==> src/rtl/fetch_queue_if.sv <==
// Fetch queue bus bundle: instruction-memory request/response, decode
// handshake, redirect input and occupancy output.
interface fetch_queue_if #(
  parameter int DEPTH = 4
);
  localparam int CNT_W = $clog2(DEPTH) + 1;

  logic             imem_req;
  logic [31:0]      imem_addr;
  logic [31:0]      imem_rdata;
  logic             dec_valid;
  logic [31:0]      dec_instr;
  logic [31:0]      dec_pc;
  logic             dec_ready;
  logic             redirect_valid;
  logic [31:0]      redirect_pc;
  logic [CNT_W-1:0] fq_count;

  // Fetch queue side
  modport master (
    output imem_req, imem_addr, dec_valid, dec_instr, dec_pc, fq_count,
    input  imem_rdata, dec_ready, redirect_valid, redirect_pc
  );

  // Memory / decode / branch-unit side
  modport slave (
    input  imem_req, imem_addr, dec_valid, dec_instr, dec_pc, fq_count,
    output imem_rdata, dec_ready, redirect_valid, redirect_pc
  );
endinterface

==> src/rtl/fetch_queue.sv <==
// Instruction fetch front end: sequential PC fetch from a 1-cycle memory,
// DEPTH-entry {pc, instr} FIFO toward decode, redirect squashes everything.
module fetch_queue #(
  parameter int          DEPTH    = 4,
  parameter logic [31:0] RESET_PC = 32'h0
) (
  input logic         clk,
  input logic         rst,
  fetch_queue_if.master bus
);
  localparam int PTR_W = $clog2(DEPTH);
  localparam int CNT_W = PTR_W + 1;
  localparam logic [PTR_W-1:0] PTR_ONE = PTR_W'(1);
  localparam logic [CNT_W-1:0] CNT_ONE = CNT_W'(1);
  localparam logic [CNT_W:0]   DEPTH_V = (CNT_W + 1)'(DEPTH);
  localparam logic [31:0]      PC_STEP = 32'd4;

  logic [31:0]      pc_q;
  logic [31:0]      req_pc_q;
  logic             inflight_q;
  logic [PTR_W-1:0] rd_ptr_q;
  logic [PTR_W-1:0] wr_ptr_q;
  logic [CNT_W-1:0] count_q;
  logic [CNT_W-1:0] count_d;
  logic [CNT_W:0]   occ;

  logic [31:0] pc_mem    [DEPTH];
  logic [31:0] instr_mem [DEPTH];

  logic issue;
  logic push;
  logic pop;
  logic head_valid;

  // Credit counts the in-flight word as occupied, so a returning response
  // always has a free slot even if decode stalls.
  assign occ        = {1'b0, count_q} + {{CNT_W{1'b0}}, inflight_q};
  assign issue      = !rst && !bus.redirect_valid && (occ < DEPTH_V);
  assign push       = !rst && !bus.redirect_valid && inflight_q;
  assign head_valid = !rst && (count_q != '0);
  assign pop        = head_valid && bus.dec_ready && !bus.redirect_valid;

  assign bus.imem_req  = issue;
  assign bus.imem_addr = pc_q;
  assign bus.dec_valid = head_valid;
  assign bus.dec_pc    = pc_mem[rd_ptr_q];
  assign bus.dec_instr = instr_mem[rd_ptr_q];
  assign bus.fq_count  = count_q;

  // Occupancy update: simultaneous push and pop leaves the count unchanged.
  always_comb begin
    count_d = count_q;
    case ({push, pop})
      2'b10:   count_d = count_q + CNT_ONE;
      2'b01:   count_d = count_q - CNT_ONE;
      default: count_d = count_q;
    endcase
  end

  // Control state: reset, then redirect, then normal issue/push/pop.
  always_ff @(posedge clk) begin
    if (rst) begin
      pc_q       <= RESET_PC;
      inflight_q <= 1'b0;
      rd_ptr_q   <= '0;
      wr_ptr_q   <= '0;
      count_q    <= '0;
    end else if (bus.redirect_valid) begin
      pc_q       <= bus.redirect_pc & 32'hFFFF_FFFC;
      inflight_q <= 1'b0;
      rd_ptr_q   <= '0;
      wr_ptr_q   <= '0;
      count_q    <= '0;
    end else begin
      if (issue) begin
        pc_q <= pc_q + PC_STEP;
      end
      inflight_q <= issue;
      if (push) begin
        wr_ptr_q <= wr_ptr_q + PTR_ONE;
      end
      if (pop) begin
        rd_ptr_q <= rd_ptr_q + PTR_ONE;
      end
      count_q <= count_d;
    end
  end

  // PC of the outstanding request, paired with its word when it returns.
  always_ff @(posedge clk) begin
    if (issue) begin
      req_pc_q <= pc_q;
    end
  end

  // FIFO storage; write is already suppressed by reset and redirect.
  always_ff @(posedge clk) begin
    if (push) begin
      pc_mem[wr_ptr_q]    <= req_pc_q;
      instr_mem[wr_ptr_q] <= bus.imem_rdata;
    end
  end
endmodule

==> src/flat_wrapper.sv <==
// flat-port wrapper written by rule: the top's interface ports become plain ports
module fetch_queue_flat 
#(
  parameter int          DEPTH    = 4,
  parameter logic [31:0] RESET_PC = 32'h0
)
  (clk, rst, bus_imem_req, bus_imem_addr, bus_dec_valid, bus_dec_instr, bus_dec_pc, bus_fq_count, bus_imem_rdata, bus_dec_ready, bus_redirect_valid, bus_redirect_pc);
  fetch_queue_if #(.DEPTH(DEPTH)) bus_i ();
  input logic clk;
  input logic rst;
  output wire logic [$bits(bus_i.imem_req)-1:0] bus_imem_req;
  output wire logic [$bits(bus_i.imem_addr)-1:0] bus_imem_addr;
  output wire logic [$bits(bus_i.dec_valid)-1:0] bus_dec_valid;
  output wire logic [$bits(bus_i.dec_instr)-1:0] bus_dec_instr;
  output wire logic [$bits(bus_i.dec_pc)-1:0] bus_dec_pc;
  output wire logic [$bits(bus_i.fq_count)-1:0] bus_fq_count;
  input wire logic [$bits(bus_i.imem_rdata)-1:0] bus_imem_rdata;
  input wire logic [$bits(bus_i.dec_ready)-1:0] bus_dec_ready;
  input wire logic [$bits(bus_i.redirect_valid)-1:0] bus_redirect_valid;
  input wire logic [$bits(bus_i.redirect_pc)-1:0] bus_redirect_pc;
  assign bus_imem_req = bus_i.imem_req;
  assign bus_imem_addr = bus_i.imem_addr;
  assign bus_dec_valid = bus_i.dec_valid;
  assign bus_dec_instr = bus_i.dec_instr;
  assign bus_dec_pc = bus_i.dec_pc;
  assign bus_fq_count = bus_i.fq_count;
  assign bus_i.imem_rdata = bus_imem_rdata;
  assign bus_i.dec_ready = bus_dec_ready;
  assign bus_i.redirect_valid = bus_redirect_valid;
  assign bus_i.redirect_pc = bus_redirect_pc;
  fetch_queue #(.DEPTH(DEPTH), .RESET_PC(RESET_PC)) u_core (.clk(clk), .rst(rst), .bus(bus_i));
endmodule
==> config.mk <==
export PLATFORM = sky130hd
export DESIGN_NAME = fetch_queue_flat
export DESIGN_NICKNAME = d
export VERILOG_FILES = /design/src/rtl/fetch_queue_if.sv /design/src/rtl/fetch_queue.sv /design/src/flat_wrapper.sv
export SDC_FILE = /design/constraint.sdc
export NUM_CORES = 1
export LEC_CHECK = 0
export CAP_MARGIN = 20
export CORE_UTILIZATION = 40
export DETAILED_ROUTE_END_ITERATION = 6
export PLACE_DENSITY = 0.65
export SLEW_MARGIN = 10
export SYNTH_ARGS = -nofsm -noshare
export SYNTH_HDL_FRONTEND = slang
export SYNTH_SLANG_ARGS = --single-unit
==> constraint.sdc <==
create_clock -name clk -period 3.7 [get_ports clk]
set_input_delay 0.74 -clock clk [delete_from_list [all_inputs] [get_ports clk]]
set_output_delay 0.74 -clock clk [all_outputs]
set_load 0.01 [all_outputs]
---- After elaboration in Yosys (flattened, before gate mapping) ----
Memory sizes are Yosys's and may differ from the RTL's. A register that Yosys moved wholly into a read port is not among the register bits.
Cells that the tools add are included.
storage, ports and cells
  bits in writable memories ............... 256
  register bits ........................... 72
  output and inout port bits .............. 101
  memories kept ........................... 2
memories
  name              depth  width  read ports  clocked after memory_dff  wr ports  line               text
  u_core.instr_mem  4      32     1           1                         1         fetch_queue.sv:28  logic [31:0] instr_mem [DEPTH];
  u_core.pc_mem     4      32     1           1                         1         fetch_queue.sv:27  logic [31:0] pc_mem [DEPTH];
operators by class
  eq/ne operators ......................... 2
  $add $sub $neg .......................... 6
  order comparisons ....................... 1
  reduce and logical (&&, ||, !) cells .... 12
  multiplexer cells ....................... 9
operators with widths
  operator                                                              number
  32-bit two-way mux                                                    2
  32-bit by 3-bit adder with 32-bit output, second input constant       1
  2-bit two-way mux                                                     4
  1-bit logical AND                                                     6
  3-bit case mux with 2 select lines                                    1
  2-bit by 1-bit adder with 2-bit output, second input constant         2
  3-bit by 1-bit adder with 4-bit output                                1
  4-bit by 3-bit < comparator with 1-bit output, second input constant  1
  2-bit nonzero test                                                    2
  3-bit by 1-bit adder with 3-bit output, second input constant         1
  3-bit nonzero test                                                    1
  3-bit by 1-bit subtractor with 3-bit output, second input constant    1
  2-bit by 1-bit == test with 1-bit output, second input constant       1
  2-bit == test, second input constant                                  1
  1-bit zero test                                                       2
  1-bit two-way mux                                                     2
  2-bit OR reduction                                                    1

---- Longest topological paths before layout ----
Gate-level depths: netlist of the first run.
  word-level depth ........................ 6
  gate-level depth with buffers ........... 10
  depth with buffers taken out ............ 8

---- Worst setup path before layout of the first run ----
Ideal clock, no wire load.
  kind .................................... in2reg
  start ................................... input rst
  end ..................................... memory u_core.instr_mem[0][0] (enable)
  arrival ................................. 2.604 ns
  required time ........................... 3.273 ns
  setup slack ............................. 0.669 ns
  path buffers ............................ 1
  library setup time ...................... 0.427 ns
  cell stages on the path ................. 3
  cell sequence ........................... buf_6 nor2_1 and3_1
on the way
  cells in the longest elaborated chain, start to end .. 5
ends and longest elaborated chain
  element                                  line                text
  start: declaration                       flat_wrapper.sv:10  input logic rst;
  1-bit zero test                          fetch_queue.sv:39   assign push = !rst && !bus.redirect_valid && inflight_q;
  1-bit logical AND (2 in series)          fetch_queue.sv:39
  1-bit two-way mux                        fetch_queue.sv:98   if (push) begin
  1-bit two-way mux (implied by the code)  fetch_queue.sv:100  instr_mem[wr_ptr_q] <= bus.imem_rdata;
  end: declaration                         fetch_queue.sv:28
Every way passes these cells.

==> results.yml, run 1 <==
status:
  status: "completed"
yosys:
  synthCells: 628
  synth_top_family_by_area: "multiplexers"
  synth_most_common_cell: "edfxtp_1"
  yosys-mux-area-fraction_pct: 11.9
  yosys-top-cells-area: "edfxtp_1, mux4_2, dfxtp_1"
  synth_seq_cells: 318
  yosys_warnings: 0
  ys_types: 41
  synth_largest_area_cell: "edfxtp_1"
  yosys.area_share.simple_pct: 5.09
  netlist_area_sq_mm: 0.0121
  synth-compound-area-share_pct: 2.55
  synth_xor_area_share_pct: 2.03
  synthTopCellsByCount: "edfxtp_1, mux4_2, dfxtp_1"
  yosysTopAreaCellShare_pct: 69.1
  avgSynthCellArea_sq_um: 19.2
  synth_edf_count: 278
  yosys.area_share.adder_pct: 0.788
  ys_async_sr_fraction_pct: 0
  yosysSeqAreaShare_pct: 75.8
  synth_ff_type: "edfxtp_1"
clock_network:
  hold_buffers: 0
  root_buffer: "clkbuf_16"
  clock_sinks: 318
  cts_setup_buffers: 0
  numCtsBuffers: 36
  ctsHtreeMaxLevel: 2
  cts_tree: "built"
  clock_latency_ns: 0.51
  clk_pin_slew_ns: 0.06
  post_cts_resized: 0
  clock_path_buffers: 3
global_route:
  grt_pass1_vias: 6563
  grt_pass1_wl_mm: 37.3
  grt_start_max_net_pins: 43
  grt_util_all_layers_pct: 15.8
  gr-total-overflow: 0
  antenna_found_initial: 0
finish:
  final_nets: 895
  n_fill_cell: 2439
  drive_above_1_share_pct: 17.9
  area_delta_synth_final_pct: 28.0
  final_cells: 1233
  antennaDiodeCount: 0
setup_path:
  r2r_slack_ns: 1.21
  worstPathMaxFanout: 27
  worstSetupStartpointType: "flop"
  cp_slowest_cell: "dfxtp_4"
  worst_setup_path_end_kind: "output pin"
  endpoint: "bus_dec_pc[11]"
  crit_family: "buffers and inverters"
  path_class: "flop to output pin"
  timing.rr.end: "u_core.bus.imem_addr[18]"
  reg2regPathDepth: 6
  max_stage_delay_ns: 0.63
  crit_cells: 3
  timing.rr.start: "u_core.bus.imem_addr[2]"
  cp_cell_sequence: "buf_12 > mux4_2 > clkdlybuf4s50_1"
  critical_path_buf_inv_count: 2
  arrival_ns: 2.55
  cp.required_ns: 2.96
timing:
  finalCriticalPeriod_ns: 3.29
  whs_ns: 0.498
  hold_viol: 0
  slew_headroom_pct: 33.7
  tightest_slew_ns: 0.987
  min_period_over_period_pct: 88.9
  fin_setup_tns_ns: 0
  rsz0062_at_grt: "false"
  drv_slew: 0
  fin_worst_skew_ns: 0.0303
  setup_viol: 0
  clock.fmax_mhz: 304
floorplanning:
  ios: 169
  initial_utilization_pct: 40.7
  core_sq_mm: 0.0296
  dieWidth_um: 176
  rows: 63
  die_h_um: 176
  dieArea_sq_mm: 0.0309
drt:
  drc: 0
  wire_per_inst_um: 19.5
  via_per_inst: 5.15
  firstDrtPassIters: 6
  drtIter0Drc: 403
  wl_mm: 24.0
  vias: 6356
  ant_nets: 0
placement:
  port_buffers: 162
  dpl.hpwl_mm: 15.2
  place_inst: 1172
  gp_congestion: 0.831
pwr:
  finalPower_mw: 7.76
  p_per_area_mw_per_mm2: 502
  leakagePower_nw: 4.89
  ir_drop_mv: 0.236
run:
  max_cap_violations: 0
worst_hold_path:
  hold_class: "flop to flop"
-- layer usage --
metal	global-route usage, %	share of wire (%)
met3	4.13	7.0
met4	4.67	2.1
met1	21.5	45
met5	0	0
met2	25.0	46
-- metrics by stage --
step / worst slack, ns / utilization (%) / area (sq um)
after floorplan: 0.669 / - / 12100
after global placement: 0.640 / 48.2 / 14300
after detailed placement: 0.557 / 48.2 / 14300
after CTS: 0.314 / 52.1 / 15400
after global routing: 0.243 / 52.1 / 15400
final: 0.410 / 52.1 / 15400
-- placed cells by master (no fill, tap or decap), types with 10 or more instances in the layout --
cell type / n
nand2_1: 20
mux4_2: 62
a211oi_1: 11
clkdlybuf4s50_1: 162
nor2_1: 33
a21oi_1: 16
buf_4: 16
nand3_1: 14
nand4_1: 10
edfxtp_1: 278
nor3_1: 10
xor2_1: 12
xnor2_1: 16
dfxtp_1: 38
clkbuf_16: 36
-- power by group --
| part | switching (mW) | internal (mW) |
|---|---|---|
| Sequential | 0.0639 | 3.95 |
| Clock | 1.38 | 2.07 |
| Combinational | 0.125 | 0.163 |
| Total | 1.57 | 6.19 |
-- worst min-delay path by stage --
stage	cells after the start	slack, ns	start	endpoint
after global placement	0	0.48	u_core.req_pc_q[31]	u_core.pc_mem[3][31]
after floorplan	0	0.46	u_core.req_pc_q[10]	u_core.pc_mem[0][10]
final	0	0.50	u_core.req_pc_q[20]	u_core.pc_mem[0][20]
after CTS	0	0.50	u_core.req_pc_q[22]	u_core.pc_mem[0][22]
after global routing	0	0.51	u_core.req_pc_q[2]	u_core.pc_mem[3][2]
after detailed placement	0	0.49	u_core.req_pc_q[22]	u_core.pc_mem[2][22]
-- area by class of cell --
type | instances | area, sq um | area share (%)
Multi-Input combinational cell | 270 | 2730 | 17.7
Clock inverter | 21 | 239 | 1.55
Tap cell | 390 | 488 | 3.16
Inverter | 9 | 33.8 | 0.219
Timing Repair Buffer | 185 | 1880 | 12.2
Clock buffer | 40 | 916 | 5.93
Sequential cell | 318 | 9160 | 59.3
-- state kept, by name, summed over array words and instances (netlist names), named ones only --
name and count:
u_core.instr_mem 128, u_core.rd_ptr_q 2, u_core.pc_mem 120, u_core.req_pc_q 30, u_core.wr_ptr_q 2, u_core.bus.imem_addr 30, u_core.inflight_q 1, u_core.bus.fq_count 3
-- cells by family after synthesis --
family | count (synthesis)
mux | 66
compound gates | 47
xor+xnor | 28
fa+ha+maj | 7
simple gates | 118
buf+inv | 43
other cells | 1
flops | 318
-- worst reg2reg max path: stages, from the launching register on --
cell and delay, ns:
dfxtp_1 0.52, ha_1 0.32, nand3_1 0.15, nor4_2 0.83
nand3_1 0.19, xor2_1 0.19, a211oi_1 0.22
Note: power is estimated with default switching activity, not from simulation.
==> run 2: changes to the inputs <==
--- a/config.mk
+++ b/config.mk
@@ -9,7 +9,9 @@
 export CORE_UTILIZATION = 40
 export DETAILED_ROUTE_END_ITERATION = 6
 export PLACE_DENSITY = 0.65
+export RECOVER_POWER = 50
 export SLEW_MARGIN = 10
 export SYNTH_ARGS = -nofsm -noshare
 export SYNTH_HDL_FRONTEND = slang
 export SYNTH_SLANG_ARGS = --single-unit
+export TNS_END_PERCENT = 10
==> constraint.sdc (replaced) <==
create_clock -name clk -period 3.6 [get_ports clk]
set_input_delay 0.72 -clock clk [delete_from_list [all_inputs] [get_ports clk]]
set_output_delay 0.72 -clock clk [all_outputs]
set_load 0.01 [all_outputs]
==> run 2 against run 1 <==
Against the previous run:
- the flow now finishes with violations (max-capacitance violations, max-slew violations)
- clock skew down 0.012 ns
- critical path depth up 3
- combinational power about the same
- worst setup slack worse by 0.032 ns
- non-clock buffer count unchanged
- cell count up 0.16%
- largest cell class unchanged
- critical path type is now input port to flop
- sequential share of layout area up 0.25 points
- first-iteration DRC count up 3.7%
- utilization down 0.22 points
- clock-buffer cell count up 2
==> results.yml, run 2 (synthesis gave the netlist of run 1 again) <==
finish:
  reg.largest.list: "u_core.instr_mem x128, u_core.pc_mem x120"
  area_delta_synth_final_pct: 27.4
  layout_commonest_cell: "edfxtp_1"
  n_fill_cell: 2421
  top_register: "u_core.instr_mem"
  largest_reg_flops: 128
  final_cells: 1235
  register_area_sq_mm: 0.00916
  final_nets: 894
  antennaDiodeCount: 0
  multi_input_area_sq_mm: 0.00272
  fin_util_pct: 51.9
  final_cell_mix: "edfxtp_1, clkdlybuf4s50_1, mux4_2"
  drive_above_1_share_pct: 16.6
floorplanning:
  ios: 169
  initial_utilization_pct: 40.7
  rows: 63
  core_sq_mm: 0.0296
  die_h_um: 176
  dieArea_sq_mm: 0.0309
  dieWidth_um: 176
clock_network:
  clock_latency_ns: 0.50
  post_cts_resized: 0
  clock_path_buffers: 3
  numCtsBuffers: 35
  ctsHtreeMaxLevel: 2
  clock_sinks: 318
  cts_tree: "built"
  cts_setup_buffers: 0
  root_buffer: "clkbuf_16"
  hold_buffers: 0
  clk_pin_slew_ns: 0.06
setup_path:
  cp_slowest_cell: "and3_1"
  cp.required_ns: 3.78
  worstPathMaxFanout: 27
  cp_cell_sequence: "dlygate4sd3_1 > buf_4 > nor2_1 > buf_4 > and3_1 > buf_4"
  max_stage_delay_ns: 1.20
  worst_setup_path_end_kind: "flop"
  worstSetupStartpointType: "input port"
  path_class: "input port to flop"
  cp_common_cell: "buf_4"
  cp-startpoint: "bus_redirect_valid"
  timing.rr.start: "u_core.inflight_q"
  arrival_ns: 3.40
timing:
  rsz0062_at_grt: "false"
  tightest_slew_ns: 1.55
  fin_setup_tns_ns: 0
  whs_ns: 0.499
  drv_slew: 55
  hold_viol: 0
  fin_worst_skew_ns: 0.0181
  slew_headroom_pct: -3.56
  finalCriticalPeriod_ns: 3.22
  clock.fmax_mhz: 310
  min_period_over_period_pct: 89.5
  setup_viol: 0
placement:
  gp_congestion: 0.853
  port_buffers: 162
  dpl.hpwl_mm: 14.9
  place_inst: 1172
run:
  max_cap_violations: 2
drt:
  vias: 6406
  wl_mm: 24.4
  ant_nets: 0
  wire_per_inst_um: 19.8
  drtIter0Drc: 418
  drc: 0
  via_per_inst: 5.19
  firstDrtPassIters: 5
pwr:
  finalPower_mw: 7.89
  leakagePower_nw: 4.89
  ir_drop_mv: 0.267
  p_per_area_mw_per_mm2: 513
status:
  violations: "max-capacitance violations, max-slew violations"
  status: "finished with violations"
global_route:
  antenna_found_initial: 0
  grt_util_all_layers_pct: 16.1
  grt_start_max_net_pins: 63
  gr-total-overflow: 0
  grt_pass1_wl_mm: 37.7
  grt_pass1_vias: 6589
worst_hold_path:
  hold_class: "flop to flop"
  hp-start: "u_core.req_pc_q[12]"
run 2: changes by cell type in the layout (fill, tap and decap cells not counted), sizes merged:
cell / previous run / this run
buf: 23 / 18
clkbuf: 40 / 47
clkdlybuf4s50: 162 / 129
clkinv: 10 / 15
clkinvlp: 6 / 2
dlygate4sd3: 0 / 33
inv: 10 / 9
run 2: routing by layer:
metal	vias up	part of all wire [%]	global-route usage (%)	wire (um)
met5	-	0	0	0
met4	0	2.0	4.60	499
met3	43	7.1	4.44	1740
met2	228	46	24.9	11300
met1	3235	45	22.3	10900
li1	2900	-	-	-
run 2: final timing paths:
check                                                 to  slack [ns]  cells past startpoint
worst max-delay path             u_core.instr_mem[2][12]        0.38                      6
worst min-delay path                u_core.pc_mem[0][12]        0.50                      0
worst max register to register  u_core.bus.imem_addr[20]        0.99                      7
worst min register to register      u_core.pc_mem[0][12]        0.50                      0
run 2: cell type report:
class / instances / area share, %
timing repair buffer: 185 / 12.0
multi-input combinational: 270 / 17.7
clock buffer: 42 / 5.93
tap: 390 / 3.17
inverter: 9 / 0.220
clock inverter: 21 / 1.46
sequential: 318 / 59.5
run 2: report_power, final:
part	switching (mW)	internal (mW)
Clock	1.37	2.10
Sequential	0.0675	4.06
Combinational	0.130	0.160
run 2: per-stage QoR:
stage | setup WS [ns] | cell area [sq um]
CTS | 0.354 | 15400
detailed placement | 0.427 | 14300
global placement | 0.522 | 14300
floorplan | 0.589 | 12100
finish | 0.377 | 15400
global route | 0.196 | 15400
run 2: worst max-delay path, delay by kind of cell:
family | cells | cell delay [ns]
simple gates | 2 | 1.34
buf+inv | 4 | 1.33
==> run 3: changes to the inputs <==
--- a/config.mk
+++ b/config.mk
@@ -5,6 +5,7 @@
 export SDC_FILE = /design/constraint.sdc
 export NUM_CORES = 1
 export LEC_CHECK = 0
+export ABC_AREA = 1
 export CAP_MARGIN = 20
 export CORE_UTILIZATION = 40
 export DETAILED_ROUTE_END_ITERATION = 6
==> run 3 against run 2 <==
Against the previous run:
- the flow finishes with violations (design-rule violations)
- utilization fell by 0.59 points
- sequential cell count unchanged
- hold slack worse by 0.027 ns
- combinational power rose by 9.7%
- critical path type is now flop to output pin
- largest power group unchanged
==> results.yml, run 3 <==
status:
  status: "finished with violations"
  violations: "design-rule violations"
pwr:
  p_per_area_mw_per_mm2: 497
  leakagePower_nw: 5.31
  seq_power_share_pct: 52.5
  cellInternalPower_mw: 6.30
  pwr-share-comb_pct: 4.0
  ir_drop_mv: 0.266
  swShare_pct: 19.9
  switchingPower_mw: 1.56
  clkPwrFrac_pct: 43.5
  finalPower_mw: 7.86
setup_path:
  critical_path_buf_inv_count: 2
  timing.rr.end: "u_core.instr_mem[2][6]"
  cp.required_ns: 2.88
  arrival_ns: 2.65
  max_stage_delay_ns: 0.80
  r2r_slack_ns: 1.41
  worst_setup_path_end_kind: "output pin"
  cp_cell_sequence: "buf_4 > o21ai_0 > o22ai_1 > clkdlybuf4s50_1"
  path_class: "flop to output pin"
  timing.rr.start: "u_core.inflight_q"
  reg2regPathDepth: 4
  worstPathMaxFanout: 32
  cp_slowest_cell: "dfxtp_2"
  crit_family: "buffers and inverters"
  worstSetupStartpointType: "flop"
clock_network:
  post_cts_resized: 0
  cts_tree: "built"
  clock_path_buffers: 3
  cts_setup_buffers: 0
  root_buffer: "clkbuf_16"
  clk_pin_slew_ns: 0.06
  ctsHtreeMaxLevel: 2
  hold_buffers: 0
  clock_latency_ns: 0.50
  numCtsBuffers: 34
  clock_sinks: 318
drt:
  drc: 8
  wl_mm: 27.9
  via_per_inst: 5.04
  drtIter0Drc: 581
  firstDrtPassIters: 7
  wire_per_inst_um: 16.9
  ant_nets: 0
  vias: 8324
timing:
  min_period_over_period_pct: 93.5
  fin_setup_tns_ns: 0
  clock.fmax_mhz: 297
  fin_worst_skew_ns: 0.0113
  whs_ns: 0.472
  drv_slew: 0
  slew_headroom_pct: 29.6
  fin_ws_ns: 0.232
  finalCriticalPeriod_ns: 3.37
  tightest_slew_ns: 1.06
  hold_viol: 0
  setup_viol: 0
  rsz0062_at_grt: "false"
global_route:
  antenna_found_initial: 0
  grt_pass1_vias: 8122
  grt_start_max_net_pins: 92
  grt_pass1_wl_mm: 43.8
  gr-total-overflow: 0
  grt_util_all_layers_pct: 17.3
yosys:
  yosys-top-cells-area: "edfxtp_1, dfxtp_1, o21ai_0"
  synth_edf_count: 278
  yosys_warnings: 0
  netlist_area_sq_mm: 0.0127
  yosysTopAreaCellShare_pct: 65.9
  synth_ff_type: "edfxtp_1"
  ys_async_sr_fraction_pct: 0
  synth_most_common_cell: "edfxtp_1"
  ys_types: 33
  synthTopCellsByCount: "edfxtp_1, nor2_1, o21ai_0"
  avgSynthCellArea_sq_um: 11.9
  synth_largest_area_cell: "edfxtp_1"
  synth_seq_cells: 318
  synthCells: 1066
  yosysSeqAreaShare_pct: 72.2
floorplanning:
  initial_utilization_pct: 41.1
  core_sq_mm: 0.0308
  ios: 169
  dieArea_sq_mm: 0.0324
  die_h_um: 180
  rows: 64
  dieWidth_um: 180
placement:
  gp_congestion: 0.833
  port_buffers: 162
  dpl_cell_area_sq_mm: 0.0148
  dpl.hpwl_mm: 16.3
  place_inst: 1590
  dp_slack_ns: 0.566
worst_hold_path:
  hp-start: "u_core.rd_ptr_q[0]"
  min_delay_path_depth: 1
  hold_class: "flop to flop"
finish:
  antennaDiodeCount: 0
  drive_above_1_share_pct: 7.33
  final_cells: 1651
  fin_area_sq_mm: 0.0158
  final_nets: 1305
  final_cell_mix: "edfxtp_1, nor2_1, o21ai_0"
  reg.largest.list: "u_core.instr_mem x128, u_core.pc_mem x120"
  top_register: "u_core.instr_mem"
  fin_util_pct: 51.3
  largest_reg_flops: 128
  layout_commonest_cell: "edfxtp_1"
  area_delta_synth_final_pct: 24.9
run:
  max_cap_violations: 0
-- run 3: cell count changes in the layout (fill, tap and decap cells not counted), moves of 17 or more --
cell,change
inv_1,+56
mux4_2,-62
nor2_1,+130
o21ai_1,+17
o21ai_0,+141
nand3_1,+21
o22ai_1,+57
nand2_1,+101
-- run 3: per-layer routing --
layer | up-vias | share of wire, % | GRT usage (%)
li1 | 4088 | - | -
met1 | 3910 | 44 | 22.8
met2 | 277 | 47 | 28.4
met3 | 49 | 7.3 | 3.81
met4 | 0 | 2.3 | 5.55
met5 | - | 0 | 0
-- run 3: cell type report --
class,instances,area [sq um]
fill,2647,15000
multi-input combinational,621,3010
clock buffer,46,917
timing repair buffer,179,1780
sequential,318,9150
inverter,76,289
tap,396,495
clock inverter,15,175
-- run 3: worst max path at each step --
stage                             startpoint                endpoint  slack [ns]  cells after the start
after floorplan                          rst  u_core.instr_mem[0][0]       -0.52                      3
after global placement    bus_redirect_valid  u_core.bus.fq_count[2]        0.60                     11
after detailed placement  bus_redirect_valid  u_core.bus.fq_count[2]        0.57                     11
after CTS                               flop          bus_dec_pc[17]        0.16                      4
after global routing                    flop       bus_dec_instr[16]        0.09                      4
final                                   flop          bus_dec_pc[17]        0.23                      4
-- run 3: cell families after synthesis --
family	after synthesis	share of synthesized area, %
adders and majority gates	7	0.751
AOI/OAI and AO/OA	262	11.1
buffers and inverters	130	4.21
DFF	318	72.2
xor gates and xnor gates	7	0.484
and+or+nand+nor	341	11.2
other	1	0.0296
-- run 3: power by group through the flow --
stage	sequential [mW]	combinational (mW)	clock, mW
finish	4.13	0.318	3.42
global route	4.13	0.349	3.65
CTS	4.13	0.330	3.49
detailed placement	4.20	0.328	0
global placement	4.20	0.322	0
floorplan	4.19	0.129	0
